File: src/rtl/or_seq_pkg.sv
// Shared types and bus address map for the A|B OR datapath sequencer.
package or_seq_pkg;

  typedef enum logic [2:0] {
    IDLE,
    CHK_A,
    WR_A,
    CHK_B,
    WR_B,
    POLL_Y,
    RD_Y,
    OUT
  } state_e;

  localparam int ADDR_A_STAT = 0;
  localparam int ADDR_B_STAT = 1;
  localparam int ADDR_Y_STAT = 2;
  localparam int ADDR_Y_DATA = 3;
  localparam int ADDR_A_DATA = 4;
  localparam int ADDR_B_DATA = 5;

endpackage

File: src/rtl/or_seq_poll_timer.sv
// Counts consecutive POLL_Y cycles; expired marks the LIMIT-th cycle.
module or_seq_poll_timer #(
  parameter int LIMIT = 1023
) (
  input  logic CLK,
  input  logic RST,
  input  logic run,
  output logic expired
);

  localparam int CW = $clog2(LIMIT + 1);

  logic [CW-1:0] count;

  // Any cycle outside POLL_Y clears the count, so every poll phase starts at zero.
  always_ff @(posedge CLK) begin
    if (RST || !run) count <= '0;
    else             count <= count + 1'b1;
  end

  assign expired = run && (count == CW'(LIMIT - 1));

endmodule

File: src/rtl/or_seq_ctrl.sv
// Bus-master sequencer: writes A then B, polls Y, pops Y onto the result stream.
// Optional poll timeout enabled by defining OR_SEQ_TIMEOUT_EN.
module or_seq_ctrl
  import or_seq_pkg::*;
#(
  parameter int DW             = 8,
  parameter int AW             = 3,
  parameter int TIMEOUT_CYCLES = 1023
) (
  input  logic          CLK,
  input  logic          RST,
  input  logic          op_valid,
  output logic          op_ready,
  input  logic [DW-1:0] op_a,
  input  logic [DW-1:0] op_b,
  output logic          res_valid,
  input  logic          res_ready,
  output logic [DW-1:0] res_data,
  output logic [AW-1:0] write_address,
  output logic [DW-1:0] write_data,
  output logic          write_en,
  input  logic          write_rdy,
  output logic [AW-1:0] read_address,
  output logic          read_en,
  input  logic [DW-1:0] read_data,
  input  logic          read_rdy,
  output logic          busy,
  output logic          err,
  input  logic          err_clr,
  output logic [15:0]   res_count
);

  state_e        state;
  logic [DW-1:0] a_reg;
  logic [DW-1:0] b_reg;
  logic          timeout_hit;

`ifdef OR_SEQ_TIMEOUT_EN
  or_seq_poll_timer #(.LIMIT(TIMEOUT_CYCLES)) u_poll_timer (
    .CLK     (CLK),
    .RST     (RST),
    .run     (state == POLL_Y),
    .expired (timeout_hit)
  );
`else
  localparam int unused_timeout_cycles = TIMEOUT_CYCLES;
  logic unused_err_clr;
  assign unused_err_clr = err_clr;
  assign timeout_hit    = 1'b0;
  assign err            = 1'b0;
`endif

  // NOTE: the stream-side ready is decoded from state but masked by RST so no
  // pair can be accepted during the reset cycle itself.
  assign op_ready = (state == IDLE) && !RST;
  assign busy     = (state != IDLE);

  // NOTE: every register here uses non-blocking assignment; later assignments in
  // the same cycle override earlier ones, which gives timeout priority over err_clr.
  always_ff @(posedge CLK) begin
    if (RST) begin
      state         <= IDLE;
      a_reg         <= '0;
      b_reg         <= '0;
      res_valid     <= 1'b0;
      res_data      <= '0;
      res_count     <= '0;
      write_address <= '0;
      write_data    <= '0;
      write_en      <= 1'b0;
      read_address  <= '0;
      read_en       <= 1'b0;
`ifdef OR_SEQ_TIMEOUT_EN
      err           <= 1'b0;
`endif
    end else begin
`ifdef OR_SEQ_TIMEOUT_EN
      if (err_clr) err <= 1'b0;
`endif
      case (state)
        IDLE: if (op_valid) begin
          a_reg        <= op_a;
          b_reg        <= op_b;
          read_address <= AW'(ADDR_A_STAT);
          state        <= CHK_A;
        end
        CHK_A: if (read_rdy && read_data[0]) begin
          write_address <= AW'(ADDR_A_DATA);
          write_data    <= a_reg;
          write_en      <= 1'b1;
          state         <= WR_A;
        end
        WR_A: if (write_rdy) begin
          write_address <= '0;
          write_data    <= '0;
          write_en      <= 1'b0;
          read_address  <= AW'(ADDR_B_STAT);
          state         <= CHK_B;
        end
        CHK_B: if (read_rdy && read_data[0]) begin
          write_address <= AW'(ADDR_B_DATA);
          write_data    <= b_reg;
          write_en      <= 1'b1;
          state         <= WR_B;
        end
        WR_B: if (write_rdy) begin
          write_address <= '0;
          write_data    <= '0;
          write_en      <= 1'b0;
          read_address  <= AW'(ADDR_Y_STAT);
          state         <= POLL_Y;
        end
        // Status polls never strobe read_en; only the Y data read pops.
        POLL_Y: begin
          if (read_rdy && read_data[0]) begin
            read_address <= AW'(ADDR_Y_DATA);
            read_en      <= 1'b1;
            state        <= RD_Y;
          end else if (timeout_hit) begin
            read_address <= '0;
            state        <= IDLE;
`ifdef OR_SEQ_TIMEOUT_EN
            err          <= 1'b1;
`endif
          end
        end
        RD_Y: if (read_rdy) begin
          res_data     <= read_data;
          res_valid    <= 1'b1;
          read_address <= '0;
          read_en      <= 1'b0;
          state        <= OUT;
        end
        OUT: if (res_ready) begin
          res_valid <= 1'b0;
          res_count <= res_count + 16'd1;
          state     <= IDLE;
        end
        default: state <= IDLE;
      endcase
    end
  end

endmodule

File: config.mk
export PLATFORM = sky130hd
export DESIGN_NAME = or_seq_ctrl
export DESIGN_NICKNAME = d
export VERILOG_FILES = /design/src/rtl/or_seq_pkg.sv /design/src/rtl/or_seq_poll_timer.sv /design/src/rtl/or_seq_ctrl.sv
export SDC_FILE = /design/constraint.sdc
export NUM_CORES = 1
export LEC_CHECK = 0
export ABC_AREA = 1
export BUFFER_PORTS_ARGS = -buffer_cell sky130_fd_sc_hd__buf_2
export CAP_MARGIN = 10
export CORE_MARGIN = 10
export CORE_UTILIZATION = 50
export DETAILED_ROUTE_END_ITERATION = 7
export PLACE_DENSITY = 0.88
export RECOVER_POWER = 25
export SLEW_MARGIN = 20
export SYNTH_ARGS = -nofsm -noshare
export SYNTH_HDL_FRONTEND = slang
export SYNTH_HIERARCHICAL = 1
export SYNTH_SLANG_ARGS = --single-unit
export TNS_END_PERCENT = 5
File: constraint.sdc
create_clock -name CLK -period 4.7 [get_ports CLK]
set_clock_uncertainty 0.1 [all_clocks]
set_input_delay 0.705 -clock CLK [delete_from_list [all_inputs] [get_ports CLK]]
set_output_delay 0.705 -clock CLK [all_outputs]
set_load 0.03 [all_outputs]
==> flow_metrics.tcl <==
set metrics [dict create \
    status "complete, no violations" \
    hold_end "a_reg[3]" \
    grt_use_total 0.161 \
    path_cells "inv_8 > nand2_1 > nor2_1 > buf_2" \
    yosysMostFrequentCell "nand2_1" \
    start_util 0.515 \
    synth.distinct_cells 32 \
    grt_max_degree 42 \
    cts_sinks 58 \
    slew_headroom 0.358 \
    avgSynthCellArea_um2 7.00 \
    path_clk_slew_ns 0.07 \
    slowest_delay_ns 0.68 \
    rrSetupSlack_ns 2.52 \
    r2r-end "b_reg[6]" \
    required_ns 3.89 \
    finalCritPeriodShare 0.484 \
    cp_max_fo 10 \
    clock_path_buffers 2 \
    largest_reg_flops 16 \
    die-area_um2 9090 \
    maxSlewViolCount 0 \
    synth_top_cell_area_share 0.409 \
    setup_tns_ns 0 \
    vias_per_cell 4.95 \
    coreArea_um2 5510 \
    reg2reg_depth 5 \
    ant_nets 0 \
    routabilityCongestion 0.798 \
    hold_violations 0 \
    antenna_found_initial 0 \
    postPlaceCellArea_um2 3190 \
    grt_overflow 0 \
    worstPathArrival_ns 1.47 \
    cts_made_buffers 9 \
    wirelength_um 7060 \
    grt_pass1_vias 2649 \
    crit_buf_inv 2 \
    yosysTopAreaCell "dfxtp_1" \
    hpwl_um 5040 \
    fin_crit_ns 2.27 \
    vias 2716 \
    max_clock_freq_mhz 440 \
    drc_errors 0 \
    worstSkewPairLatency_ns 0.34 \
    yosysSeqAreaShare 0.409 \
    nets 508 \
    place_ws_ns 2.25 \
    max_cap_violations 0 \
    synthArstFlopShare 0 \
    ys_seq_elements 58 \
    ctsHoldBuffers 0 \
    drive_gt1_frac 0.174 \
    cts_setup_buffers 0 \
    power.density_nw_per_um2 557 \
    p_leak_nw 1.53 \
    cts_root_buffer "clkbuf_8" \
    fillers 507 \
    setup_slack_ns 2.43 \
    holdWs_ns 0.348 \
    slowest_stage "dfxtp_1" \
    drt-pass1-iter-count 4 \
    yosysWarnings 6 \
    die-height_um 95.3 \
    r2r-start "state[0]" \
    die_w_um 95.3 \
    cts_tree "yes" \
    yosys-top-cells-area "dfxtp_1 41%, nand2_1 12%, inv_1 7.1%" \
    syn_inst 405 \
    tightestPinTransition_ns 0.960 \
    hold_start "a_reg[3]" \
    io_buffers 70 \
    endpoint_kind "primary output" \
    holdCritPathClass "register to register" \
    setup_viol 0 \
    path_delay_family "flip-flops" \
    cts_resized 0 \
    worst_setup_path_start_kind "register" \
    routedWlPerCell_um 12.9 \
    syn_area_um2 2840 \
    grt_pass1_wl_um 11700 \
    crit_type "register to primary output" \
    dp_cells 533 \
    fin_cells 549 \
    ys.flop_type "dfxtp_1" \
    synth_enable_flop_cells 0 \
    hold_path_depth 2 \
    rows 27 \
    irDropWorstVdd_mv 0.300 \
    synth_common_cells "92 x nand2_1, 58 x dfxtp_1, 54 x inv_1" \
    rsz0062_at_grt "no" \
    regMostFlops "res_count" \
    design_area_um2 3400 \
    h-tree-depth 3 \
    pin_count 75 \
    drtIter0Drc 123 \
    antenna-diode-count 0 \
    area_growth_pct 20.0 \
]
==> how the worst max path moves through the flow <==
stage | cells after the start | startpoint | slack [ns] | endpoint
global route | 5 | state[0] | 2.17 | b_reg[6]
floorplan | 3 | RST | 2.37 | op_ready
global placement | 4 | RST | 2.33 | b_reg[2]
detailed placement | 4 | RST | 2.25 | b_reg[5]
CTS | 4 | state[2] | 2.42 | op_ready
finish | 4 | state[2] | 2.43 | op_ready
==> worst min-delay path, delay by kind of cell (launching register included) <==
family	cells	cell delay, ns
buffers and inverters	1	0.05
flip-flops	1	0.31
AO/OA/AOI/OAI	1	0.05
==> cell families after synthesis <==
kind of cell	after synthesis	share of synthesized area
buf+inv	73	0.111
flops	58	0.409
compound gates	74	0.135
other cells	1	0.00132
fa+ha+maj	5	0.0221
simple gates	192	0.315
xor+xnor	2	0.00618
==> through the flow <==
| step | power [mW] | utilization |
|---|---|---|
| detailed placement | 1.35 | 0.579 |
| global placement | 1.33 | 0.579 |
| global route | 2.05 | 0.618 |
| finish | 1.89 | 0.618 |
| floorplan | 1.23 | - |
| CTS | 1.92 | 0.624 |
==> power by group <==
part           total [mW]  leakage (nW)  switching (mW)  internal (mW)
Clock               0.564         0.121           0.196          0.368
Sequential          0.636         0.473          0.0536          0.583
Combinational       0.694         0.933           0.477          0.216
Total                1.89          1.53           0.727           1.17
==> placed cells by master, fill, tap and decap left out, types with 3 or more instances in the layout <==
master / count
nand2_1: 92
dfxtp_1: 58
inv_1: 53
nor2_1: 50
buf_2: 47
a21oi_1: 40
o21ai_0: 30
clkbuf_1: 25
nand3_1: 20
clkbuf_8: 10
nand4_1: 6
nand2_2: 5
ha_1: 5
nand3b_1: 3
inv_2: 3
nand3_4: 3
nor2_4: 3
nand2_4: 3
nor3_1: 3
conb_1: 3
bufinv_16: 3
==> layout make-up <==
cell class              count  area (um^2)  share of cell area
clock buffers              12          145              0.0426
clock inverters             4         98.8              0.0290
inverters                  57          221              0.0651
multi-input cells         276         1370               0.401
flip-flops and latches     58         1160               0.341
well taps                  72         90.1              0.0265
repair buffers             70          322              0.0945
==> routing by layer <==
metal / vias up / wire, um / track usage
li1: 1423 / - / -
met1: 1225 / 2930 / 0.169
met2: 56 / 3530 / 0.280
met3: 12 / 455 / 0.0534
met4: 0 / 140 / 0.0848
met5: - / 0 / 0
Power figures use the tool's default switching activity.
